## src/rtl/heavy_part_table_compare0_pkg.sv

```systemverilog
// Shared widths, bucket layout and record types for the heavy-part compare stage.
package heavy_part_pkg;
  localparam int KEY_W      = 44;
  localparam int IDX_W      = 12;
  localparam int VOTE_W     = 16;
  localparam int BUCKET_W   = 77;
  localparam int TIME_W     = 64;
  localparam int REQ_W      = TIME_W + KEY_W;
  localparam int EVICT_W    = KEY_W + VOTE_W;
  localparam int LAMBDA_DEF = 8;
  localparam int RD_LAT_DEF = 2;

  // Bucket layout: {key, vote_pos, flag, vote_neg}
  localparam int BKT_KEY_LSB  = 33;
  localparam int BKT_POS_LSB  = 17;
  localparam int BKT_FLAG_BIT = 16;
  localparam int BKT_NEG_LSB  = 0;

  typedef struct packed {
    logic [KEY_W-1:0]  key;
    logic [VOTE_W-1:0] vote_pos;
    logic              flag;
    logic [VOTE_W-1:0] vote_neg;
  } bucket_t;

  typedef struct packed {
    logic [KEY_W-1:0]  key;
    logic [VOTE_W-1:0] count;
  } evict_t;
endpackage

```

## src/rtl/heavy_part_table_compare0_if.sv

```systemverilog
// Request, RAM-port and light-part signals of the heavy-part compare stage.
interface heavy_part_table_compare0_if;
  import heavy_part_pkg::*;

  logic                req_wr;
  logic [REQ_W-1:0]    req_data;
  logic                req_alf;
  logic [BUCKET_W-1:0] ram_rdata;
  logic                ram_wren;
  logic [IDX_W-1:0]    ram_wraddr;
  logic [BUCKET_W-1:0] ram_wrdata;
  logic                evict_wr;
  logic [EVICT_W-1:0]  evict_data;
  logic                evict_alf;

  modport slave (
    input  req_wr, req_data, ram_rdata, evict_alf,
    output req_alf, ram_wren, ram_wraddr, ram_wrdata, evict_wr, evict_data
  );

  modport master (
    output req_wr, req_data, ram_rdata, evict_alf,
    input  req_alf, ram_wren, ram_wraddr, ram_wrdata, evict_wr, evict_data
  );
endinterface

```

## src/rtl/heavy_part_table_compare0_fwd_hist.sv

```systemverilog
// History of the most recent bucket writes; returns the youngest entry whose index matches.
module heavy_part_fwd_hist
  import heavy_part_pkg::*;
#(
  parameter int DEPTH = RD_LAT_DEF + 1,
  parameter int IDX_W = heavy_part_pkg::IDX_W
) (
  input  logic             clk,
  input  logic             reset,
  input  logic             push,
  input  logic [IDX_W-1:0] push_idx,
  input  bucket_t          push_bkt,
  input  logic [IDX_W-1:0] look_idx,
  output logic             hit,
  output bucket_t          hit_bkt
);
  logic [DEPTH-1:0] vld_h;
  logic [IDX_W-1:0] idx_h [DEPTH];
  bucket_t          bkt_h [DEPTH];

  always_ff @(posedge clk) begin
    if (reset) begin
      vld_h <= '0;
    end else begin
      vld_h[0] <= push;
      for (int i = 1; i < DEPTH; i++) vld_h[i] <= vld_h[i-1];
    end
  end

  always_ff @(posedge clk) begin
    idx_h[0] <= push_idx;
    bkt_h[0] <= push_bkt;
    for (int i = 1; i < DEPTH; i++) begin
      idx_h[i] <= idx_h[i-1];
      bkt_h[i] <= bkt_h[i-1];
    end
  end

  // Scan oldest to youngest so the youngest match overrides.
  always_comb begin
    hit     = 1'b0;
    hit_bkt = '0;
    for (int i = DEPTH - 1; i >= 0; i--) begin
      if (vld_h[i] && idx_h[i] == look_idx) begin
        hit     = 1'b1;
        hit_bkt = bkt_h[i];
      end
    end
  end
endmodule

```

## src/rtl/heavy_part_table_compare0.sv

```systemverilog
// Heavy-part way-0 compare stage: Elastic vote update, RAM write-back and light-part eviction.
// Optional macro LATENCY_MON_EN adds a free-running counter and the lat_max port.
module heavy_part_table_compare0
  import heavy_part_pkg::*;
#(
  parameter int RD_LAT = RD_LAT_DEF,
  parameter int LAMBDA = LAMBDA_DEF,
  parameter int IDX_W  = heavy_part_pkg::IDX_W
) (
  input  logic clk,
  input  logic reset,
`ifdef LATENCY_MON_EN
  output logic [15:0] lat_max,
`endif
  heavy_part_table_compare0_if.slave bus
);
  localparam int CMP_W = VOTE_W + $clog2(LAMBDA) + 1;
`ifdef LATENCY_MON_EN
  localparam int ALIGN_W = REQ_W;
`else
  localparam int ALIGN_W = KEY_W;
`endif

  function automatic logic [VOTE_W-1:0] sat_inc(input logic [VOTE_W-1:0] v);
    return (v == '1) ? v : v + 1'b1;
  endfunction

  // Request alignment with the RAM read latency
  logic [RD_LAT-1:0]  vld_a;
  logic [ALIGN_W-1:0] data_a [RD_LAT];

  always_ff @(posedge clk) begin
    if (reset) begin
      vld_a <= '0;
    end else begin
      vld_a[0] <= bus.req_wr;
      for (int i = 1; i < RD_LAT; i++) vld_a[i] <= vld_a[i-1];
    end
  end

  always_ff @(posedge clk) begin
    data_a[0] <= bus.req_data[ALIGN_W-1:0];
    for (int i = 1; i < RD_LAT; i++) data_a[i] <= data_a[i-1];
  end

  // S0: request meets RAM data, forwarding, vote decision
  logic             vld_p0;
  logic [KEY_W-1:0] key_p0;
  logic [IDX_W-1:0] idx_p0;
  bucket_t          ram_bkt_p0, fwd_bkt_p0, bkt_p0, wr_bkt_p0;
  logic             fwd_hit_p0, ev_vld_p0;
  evict_t           ev_rec_p0;
  logic [VOTE_W-1:0] neg_new_p0;
  logic [CMP_W-1:0]  neg_ext_p0, pos_scaled_p0;

  assign vld_p0 = vld_a[RD_LAT-1];
  assign key_p0 = data_a[RD_LAT-1][KEY_W-1:0];
  assign idx_p0 = key_p0[IDX_W-1:0];

  always_comb begin
    ram_bkt_p0.key      = bus.ram_rdata[BKT_KEY_LSB +: KEY_W];
    ram_bkt_p0.vote_pos = bus.ram_rdata[BKT_POS_LSB +: VOTE_W];
    ram_bkt_p0.flag     = bus.ram_rdata[BKT_FLAG_BIT];
    ram_bkt_p0.vote_neg = bus.ram_rdata[BKT_NEG_LSB +: VOTE_W];
  end

  heavy_part_fwd_hist #(.DEPTH(RD_LAT + 1), .IDX_W(IDX_W)) u_fwd_hist (
    .clk      (clk),
    .reset    (reset),
    .push     (vld_p0),
    .push_idx (idx_p0),
    .push_bkt (wr_bkt_p0),
    .look_idx (idx_p0),
    .hit      (fwd_hit_p0),
    .hit_bkt  (fwd_bkt_p0)
  );

  assign bkt_p0 = fwd_hit_p0 ? fwd_bkt_p0 : ram_bkt_p0;

  // Wide compare keeps LAMBDA*vote_pos exact for any 16-bit vote_pos.
  always_comb begin
    neg_new_p0    = sat_inc(bkt_p0.vote_neg);
    neg_ext_p0    = CMP_W'(neg_new_p0);
    pos_scaled_p0 = CMP_W'(bkt_p0.vote_pos) * CMP_W'(LAMBDA);
    wr_bkt_p0     = bkt_p0;
    ev_vld_p0     = 1'b0;
    ev_rec_p0     = '0;
    if (bkt_p0.vote_pos == '0) begin
      wr_bkt_p0 = '{key: key_p0, vote_pos: 16'd1, flag: 1'b0, vote_neg: 16'd0};
    end else if (bkt_p0.key == key_p0) begin
      wr_bkt_p0.vote_pos = sat_inc(bkt_p0.vote_pos);
    end else if (neg_ext_p0 >= pos_scaled_p0) begin
      wr_bkt_p0 = '{key: key_p0, vote_pos: 16'd1, flag: 1'b1, vote_neg: 16'd0};
      ev_vld_p0 = 1'b1;
      ev_rec_p0 = '{key: bkt_p0.key, count: bkt_p0.vote_pos};
    end else begin
      wr_bkt_p0.vote_neg = neg_new_p0;
      ev_vld_p0 = 1'b1;
      ev_rec_p0 = '{key: key_p0, count: 16'd1};
    end
  end

  // S1: registered write-back, eviction and back-pressure
  always_ff @(posedge clk) begin
    if (reset) begin
      bus.req_alf    <= 1'b0;
      bus.ram_wren   <= 1'b0;
      bus.ram_wraddr <= '0;
      bus.ram_wrdata <= '0;
      bus.evict_wr   <= 1'b0;
      bus.evict_data <= '0;
    end else begin
      bus.req_alf  <= bus.evict_alf;
      bus.ram_wren <= vld_p0;
      bus.evict_wr <= vld_p0 && ev_vld_p0;
      if (vld_p0) begin
        bus.ram_wraddr <= idx_p0;
        bus.ram_wrdata <= wr_bkt_p0;
      end
      if (vld_p0 && ev_vld_p0) bus.evict_data <= ev_rec_p0;
    end
  end

`ifdef LATENCY_MON_EN
  function automatic logic [15:0] sat16(input logic [TIME_W-1:0] v);
    return (|v[TIME_W-1:16]) ? 16'hFFFF : v[15:0];
  endfunction

  logic [TIME_W-1:0] cnt;
  logic [15:0]       age_p0;

  assign age_p0 = sat16(cnt - data_a[RD_LAT-1][REQ_W-1:KEY_W]);

  always_ff @(posedge clk) begin
    if (reset) begin
      cnt     <= '0;
      lat_max <= '0;
    end else begin
      cnt <= cnt + 1'b1;
      if (vld_p0 && age_p0 > lat_max) lat_max <= age_p0;
    end
  end
`endif
endmodule

```

## src/flat_wrapper.sv

```systemverilog
// flat-port wrapper written by rule: the top's interface ports become plain ports
module heavy_part_table_compare0_flat import heavy_part_pkg::*;
#(
  parameter int RD_LAT = RD_LAT_DEF,
  parameter int LAMBDA = LAMBDA_DEF,
  parameter int IDX_W  = heavy_part_pkg::IDX_W
)
  (clk, reset, bus_req_wr, bus_req_data, bus_ram_rdata, bus_evict_alf, bus_req_alf, bus_ram_wren, bus_ram_wraddr, bus_ram_wrdata, bus_evict_wr, bus_evict_data);
  heavy_part_table_compare0_if bus_i ();
  input  logic clk;
  input  logic reset;
  input wire logic [$bits(bus_i.req_wr)-1:0] bus_req_wr;
  input wire logic [$bits(bus_i.req_data)-1:0] bus_req_data;
  input wire logic [$bits(bus_i.ram_rdata)-1:0] bus_ram_rdata;
  input wire logic [$bits(bus_i.evict_alf)-1:0] bus_evict_alf;
  output wire logic [$bits(bus_i.req_alf)-1:0] bus_req_alf;
  output wire logic [$bits(bus_i.ram_wren)-1:0] bus_ram_wren;
  output wire logic [$bits(bus_i.ram_wraddr)-1:0] bus_ram_wraddr;
  output wire logic [$bits(bus_i.ram_wrdata)-1:0] bus_ram_wrdata;
  output wire logic [$bits(bus_i.evict_wr)-1:0] bus_evict_wr;
  output wire logic [$bits(bus_i.evict_data)-1:0] bus_evict_data;
  assign bus_i.req_wr = bus_req_wr;
  assign bus_i.req_data = bus_req_data;
  assign bus_i.ram_rdata = bus_ram_rdata;
  assign bus_i.evict_alf = bus_evict_alf;
  assign bus_req_alf = bus_i.req_alf;
  assign bus_ram_wren = bus_i.ram_wren;
  assign bus_ram_wraddr = bus_i.ram_wraddr;
  assign bus_ram_wrdata = bus_i.ram_wrdata;
  assign bus_evict_wr = bus_i.evict_wr;
  assign bus_evict_data = bus_i.evict_data;
  heavy_part_table_compare0 #(.RD_LAT(RD_LAT), .LAMBDA(LAMBDA), .IDX_W(IDX_W)) u_core (.clk(clk), .reset(reset), .bus(bus_i));
endmodule
```

## config.mk

```make
export PLATFORM = sky130hd
export DESIGN_NAME = heavy_part_table_compare0_flat
export DESIGN_NICKNAME = d
export VERILOG_FILES = /design/src/rtl/heavy_part_table_compare0_pkg.sv /design/src/rtl/heavy_part_table_compare0_if.sv /design/src/rtl/heavy_part_table_compare0_fwd_hist.sv /design/src/rtl/heavy_part_table_compare0.sv /design/src/flat_wrapper.sv
export SDC_FILE = /design/constraint.sdc
export NUM_CORES = 1
export LEC_CHECK = 0
export ABC_AREA = 1
export CAP_MARGIN = 10
export CORE_UTILIZATION = 54
export CTS_BUF_LIST = sky130_fd_sc_hd__clkbuf_16
export CTS_CLUSTER_DIAMETER = 60
export DETAILED_ROUTE_END_ITERATION = 12
export GPL_TIMING_DRIVEN = 0
export PLACE_DENSITY = 0.78
export SYNTH_ARGS = -nofsm -noshare
export SYNTH_HDL_FRONTEND = slang
export SYNTH_SLANG_ARGS = --single-unit
```

## constraint.sdc

```tcl
create_clock -name clk -period 5.15 [get_ports clk]
set_clock_uncertainty 0.05 [all_clocks]
set_input_delay 1.545 -clock clk [delete_from_list [all_inputs] [get_ports clk]]
set_output_delay 1.545 -clock clk [all_outputs]
set_load 0.01 [all_outputs]
```

; ---- Yosys cells after proc, flatten, opt, wreduce, memory -nomap -nowiden
; Memories as Yosys holds them, arrays and structs flattened.
; Cells that the tools add are included.
[word_totals]
mem_count = 3
ram_bits = 355
ff_bits = 157
input_bits = 189
word_cells = 45
output_inout_bits = 152
[classes]
n_reduce_logical = 5
n_lt_le_gt_ge = 1
muxes = 20
eq_ne = 6
add_sub_neg = 2
[mem_list]
columns = memory, depth, width, read_ports, rd_clocked_by_memory_dff, write_ports, line_no
row1 = u_core.u_fwd_hist.bkt_h, 3, 77, 3, 0, 3, heavy_part_table_compare0_fwd_hist.sv:19  ; bucket_t bkt_h [DEPTH];
row2 = u_core.data_a, 2, 44, 2, 0, 2, heavy_part_table_compare0.sv:30  ; logic [ALIGN_W-1:0] data_a [RD_LAT];
row3 = u_core.u_fwd_hist.idx_h, 3, 12, 3, 0, 3, heavy_part_table_compare0_fwd_hist.sv:18  ; logic [IDX_W-1:0] idx_h [DEPTH];
[op_table]
columns = cell, count
row1 = $mux 77, 5
row2 = $mux 60, 3
row3 = $mux 16, 4
row4 = $mux 61, 1
row5 = $eq 44x44->1, 1
row6 = $mux 44, 1
row7 = $eq 12x12->1, 3
row8 = $add 16x1->16 const B, 2
row9 = $eq 16x16->1 const B, 2
row10 = $ge 16x19->1, 1
row11 = $mux 17, 1
row12 = $logic_not 16->1, 1
row13 = $mux 1, 5
row14 = $logic_and 1x1->1, 4

; ---- Longest topological paths before layout
; Gate-level depths: netlist (run 1).
; An unclocked memory read counts as a cell.
[logic_depth]
depth_word = 13
mapped_depth = 43
ltp_nobuf = 40

; ---- By module
; Synthesis (run 1) repeated with hierarchy kept, for this count alone.
[unflattened]
hier_cells = 3138
area_unflattened_um2 = 22099.9
[by_module_without_submodules]
columns = mod, seq_area_each_um2, n_inst, area_per_inst_um2, cells_per_inst
row1 = heavy_part_table_compare0, 4844.6, 1, 12858.6, 1980
row2 = heavy_part_fwd_hist, 5405.2, 1, 9241.4, 1158

; ---- Worst setup path before layout (run 1)
; OpenSTA, ideal clock, no wires.
[synth_path]
kind = reg-to-reg
start = memory u_core.data_a[0][50] (netlist name)
end = register u_core.bus.evict_data[28]
path_stages_with_launch = 39
required_ns = 4.987
setup_ns = 0.113
n_path_buf = 4
setup_slack_ns = 0.451
arrival_time_ns = 4.536
synth_period_minus_slack_ns = 4.699
cell_sequence = dfxtp_1 -> buf_2 -> inv_2 -> nand2_1 -> nand2_1 -> nor2_1 -> nand3_2 -> nor2_4 -> buf_4 -> buf_2 -> nand2_1 -> nand2_1 -> o21ai_0 -> nand2_1 -> nand2_1 -> nand2_1 -> ha_1 -> nand2_1 -> [... 3 more ...] -> nor2_1 -> xor2_1 -> ha_1 -> a21oi_1 -> o21ai_0 -> nand3_1 -> a21oi_1 -> nor2_1 -> nor2_1 -> nor2_1 -> o221ai_1 -> a21oi_1 -> nand2_2 -> nand2_1 -> clkbuf_1 -> a21oi_1 -> o21ai_1 -> inv_1
[synth_rtl]
columns = element, line_no
row1 = from (decl), heavy_part_table_compare0.sv:30
row2 = to (signal assigned), heavy_part_table_compare0.sv:120  ; if (vld_p0 && ev_vld_p0) bus.evict_data <= ev_rec_p0;
row3 = to (decl), heavy_part_table_compare0_if.sv:18  ; output req_alf, ram_wren, ram_wraddr, ram_wrdata, evict_wr, evict_data

==> out/qor.yml, run 1 <==
clocking:
  cts-hold-fix-buffers: 0
  cts-htree-levels: 2
  cts-buffers-inserted: 51
  worstSkewPairLatency_ps: 600
  cts_tree: "yes"
  maximum_clock_insertion_buffer_count: 3
  clock-sinks: 511
  cts_root_buffer: "sky130_fd_sc_hd__clkbuf_16"
  clkTransAtPathRegs_ps: 60
worst_setup_path:
  crit_top_cell: "sky130_fd_sc_hd__nand2_1"
  r2r_cells: 36
  critPathArrivalTime_ps: 5790
  worst_setup_path_start_kind: "register"
  r2r-start: "u_core.data_a[0][51]$_DFF_P_"
  endpoint_kind: "register"
  crit_fanout: 10
  critical_path.max_stage_delay_ps: 490
  timing.rr.end: "u_core.bus.ram_wrdata[66]$_SDFFE_PP0P_"
  reg2reg_slack_ps: -190
  setup.worst_path.class: "reg -> reg"
  critPathSlowestCell: "sky130_fd_sc_hd__or4_4"
  timing.critical_path.required_ps: 5600
floorplan:
  die_area_sq_um: 40180
  pin_count: 341
  core_area_sq_um: 38740
  die_w_microns: 200.4
  initial_cell_density_of_the_core: 0.5490
  fp.dieH_microns: 200.4
  placementRows: 72
global_route:
  grt_util_met2: 0.6333
  grt_busiest_layer: "met2"
  met3_usage_grt: 0.08523
  met1_global_route_usage: 0.4959
  antenna_found_initial: 2
  grtUsageTotal: 0.3997
  overflow: 0
  vias_in_the_first_global_route: 20920
  grt_max_degree: 20
  grt_pass1_wl_microns: 121400
placement:
  placedCellCount: 3814
  portBuffers: 275
  dpl.hpwl_microns: 59540
  routabilityCongestion: 0.9771
synthesis:
  synth.most_common_cell: "sky130_fd_sc_hd__nand2_1"
  synth_async_sr_flop_share: 0
  synthesized_net_count: 3226
  yosys.area.top_type: "sky130_fd_sc_hd__dfxtp_1"
  yosys.area_share.xor_xnor: 0.008649
  yosys-mux-area-fraction: 0
  synth_adder_area_share: 0.009414
  yosys_most_used_dff: "sky130_fd_sc_hd__dfxtp_1"
  share_of_synthesized_cell_area_in_and_or_nand_and_nor_gates: 0.3298
  mappedNetlistArea_sq_um: 21270
  synth_compound_gate_area_share: 0.07702
  synth_area_leaders: "sky130_fd_sc_hd__dfxtp_1, sky130_fd_sc_hd__nand2_1, sky130_fd_sc_hd__nand3_1, sky130_fd_sc_hd__inv_1, sky130_fd_sc_hd__nor2_1"
  postSynthRegisterBits: 511
  yosys-top-cells-count: "sky130_fd_sc_hd__nand2_1, sky130_fd_sc_hd__dfxtp_1, sky130_fd_sc_hd__inv_1"
  yosysTopAreaCellShare: 0.4811
  synth_top_family_by_area: "simple AND/OR/NAND/NOR gates"
  unique_masters_post_synth: 42
  syn-instance-count: 3021
  mean_instance_size_in_the_synthesized_netlist_sq_um: 7.039
  synth_seq_area_share: 0.4811
  synth-edff-count: 0
  yosys_warnings: 0
route:
  route.antenna.remaining_nets: 0
  vias_per_cell: 5.591
  detailedRoute.firstPassIterationCount: 8
  vias: 22440
  dr.first_iter.drc_count: 2567
  totalWireLength_microns: 85870
  drc: 0
  drt-wirelength-per-cell_microns: 21.39
worst_hold_path:
  min_delay_path_depth: 0
  worst_hold_startpoint: "u_core.data_a[0][6]$_DFF_P_"
  whs_endpoint: "u_core.data_a[0][50]$_DFF_P_"
  holdCritPathClass: "reg -> reg"
timing:
  period_needed_ps: 5343
  fmax_ghz: 0.1872
  hold_viol: 0
  max_slew.worst_pin.slew_ps: 1432
  slew-limit-headroom: 0.04517
  fin_setup_tns_ps: -13480
  post-route-worst-setup-slack_ps: -192.6
  report.final.slew_viol_count: 0
  setup_viol: 145
  holdWs_ps: 272.4
  rsz_0062_raised_after_global_routing: "yes"
  final.period_utilization: 1.037
layout:
  finish.net_count: 3661
  syn2layout_area_growth_pct: 37.76
  final_layout_size_suffix_gt1_frac: 0.1748
  n_antenna_cell: 0
  final_cells: 4014
pwr:
  cellLeakagePower_nw: 14.54
  power.density_nw_per_um2: 312.2
  total_power_mw: 9.145
  vdd_drop_max_uv: 391.6
status:
  run_status: "complete, but fails checks"
  failing_checks: "setup timing"
run:
  cap_viol_max_count: 0
## final cells by class
class,count,area (sq um)
clock inverters,40,339.1
repair buffers,388,3946
plain buffers,127,1013
fillers,2858,9443
clock buffers,53,1326
flip-flops and latches,511,10260
inverters,347,1373
multi-input cells,2030,10390
well taps,518,648.1
## state kept, by name, summed over array words and instances, names as in the netlist, 2 cells and up
| signal | flops |
|---|---|
| u_core.u_fwd_hist.bkt_h | 231 |
| u_core.data_a | 88 |
| u_core.bus.ram_wrdata | 77 |
| u_core.bus.evict_data | 60 |
| u_core.u_fwd_hist.idx_h | 36 |
| u_core.bus.ram_wraddr | 12 |
| u_core.u_fwd_hist.vld_h | 3 |
| u_core.vld_a | 2 |
## power by group
group,switching (mW),internal [mW],leakage (nW)
Combinational,0.601,0.442,9.42
Clock,1.60,2.16,0.852
Sequential,0.149,4.20,4.27
Total,2.35,6.80,14.5
## per-stage QoR
stage	setup slack, ps	instance area, sq um	utilization
2_1_floorplan	451.4	21270	-
3_3_place_gp	-1862	24670	0.6368
3_5_place_dp	-1865	24670	0.6368
4_1_cts	0.6049	27580	0.7120
5_1_grt	-333.0	29290	0.7562
6_report	-192.6	29290	0.7562
## layout by cell type, fill, tap and decap left out, types with 8 or more instances in the layout
cell type / instances
sky130_fd_sc_hd__clkbuf_1: 46
sky130_fd_sc_hd__nand3b_1: 13
sky130_fd_sc_hd__inv_2: 32
sky130_fd_sc_hd__nand3_1: 210
sky130_fd_sc_hd__inv_1: 305
sky130_fd_sc_hd__clkdlybuf4s50_1: 275
sky130_fd_sc_hd__nand3_4: 16
sky130_fd_sc_hd__or2_0: 28
sky130_fd_sc_hd__buf_8: 16
sky130_fd_sc_hd__buf_12: 23
sky130_fd_sc_hd__o21ai_1: 80
sky130_fd_sc_hd__buf_6: 23
sky130_fd_sc_hd__nor2_1: 251
sky130_fd_sc_hd__clkbuf_16: 60
sky130_fd_sc_hd__o21ai_0: 100
sky130_fd_sc_hd__nand4_1: 29
sky130_fd_sc_hd__a21oi_2: 36
sky130_fd_sc_hd__dfxtp_1: 500
sky130_fd_sc_hd__buf_4: 82
sky130_fd_sc_hd__nor2_4: 10
sky130_fd_sc_hd__xor2_1: 11
sky130_fd_sc_hd__clkinv_2: 10
sky130_fd_sc_hd__buf_1: 9
sky130_fd_sc_hd__nand2_1: 893
sky130_fd_sc_hd__ha_4: 8
sky130_fd_sc_hd__clkinv_1: 17
sky130_fd_sc_hd__buf_2: 25
sky130_fd_sc_hd__nand2_2: 94
sky130_fd_sc_hd__nor2_2: 10
sky130_fd_sc_hd__nand3_2: 44
sky130_fd_sc_hd__nand2_4: 43
sky130_fd_sc_hd__ha_1: 8
sky130_fd_sc_hd__a21oi_1: 81
sky130_fd_sc_hd__or2_2: 14
## how the worst max path moves through the flow
stage	start	to	slack [ps]
2_1_floorplan	u_core.data_a[0][50]$_DFF_P_	u_core.bus.evict_data[28]$_SDFFE_PP0P_	450
3_3_place_gp	u_core.data_a[0][49]$_DFF_P_	u_core.bus.evict_data[18]$_SDFFE_PP0P_	-1860
3_5_place_dp	u_core.data_a[0][49]$_DFF_P_	u_core.bus.evict_data[18]$_SDFFE_PP0P_	-1860
4_1_cts	u_core.data_a[0][55]$_DFF_P_	u_core.bus.ram_wrdata[70]$_SDFFE_PP0P_	0.6
5_1_grt	u_core.data_a[0][49]$_DFF_P_	u_core.bus.evict_data[36]$_SDFFE_PP0P_	-330
6_report	u_core.data_a[0][51]$_DFF_P_	u_core.bus.ram_wrdata[66]$_SDFFE_PP0P_	-190
## metal layers
layer / routed length [microns] / up-vias / share of wire
li1: - / 10300 / -
met3: 8982 / 355 / 0.10
met1: 32540 / 10370 / 0.38
met4: 6194 / 2 / 0.072
met2: 38140 / 1416 / 0.44
met5: 9 / - / 0.00010
## worst max-delay path: cells and delay by family (launching register included)
family / cells / cell delay, ps
AND/OR/NAND/NOR: 24 / 3080
buffers and inverters: 8 / 950
adder cells (fa/ha/maj): 2 / 460
flip-flops: 1 / 400
AO/OA/AOI/OAI: 2 / 250
## what timing repair did
item	CTS	global route
endpoints found under the setup margin	205	205
buffers inserted	67	36
pin swaps	52	83
cloned	4	8
resized for setup	193	337
## cells by family after synthesis
group,count (synthesis)
AOI/OAI and AO/OA,319
xor gates and xnor gates,21
adders and majority gates,16
buffers and inverters,482
DFF,511
and+or+nand+nor,1672
Power figures use the tool's default switching activity.
==> run 2, diff against run 1 <==
==> constraint.sdc (replaced) <==
create_clock -name clk -period 5.15 [get_ports clk]
set_clock_uncertainty 0.05 [all_clocks]
set_input_delay 1.545 -clock clk [delete_from_list [all_inputs] [get_ports clk]]
set_output_delay 1.545 -clock clk [all_outputs]
set_load 0.02 [all_outputs]
==> results of run 2 <==
Same layout as run 1 (identical final DEF). Status: complete, but fails checks: setup timing.
Main changes from that run: total power 9.145 mW -> 9.188 mW; worst IR drop on VDD 391.6 uV -> 392.2 uV
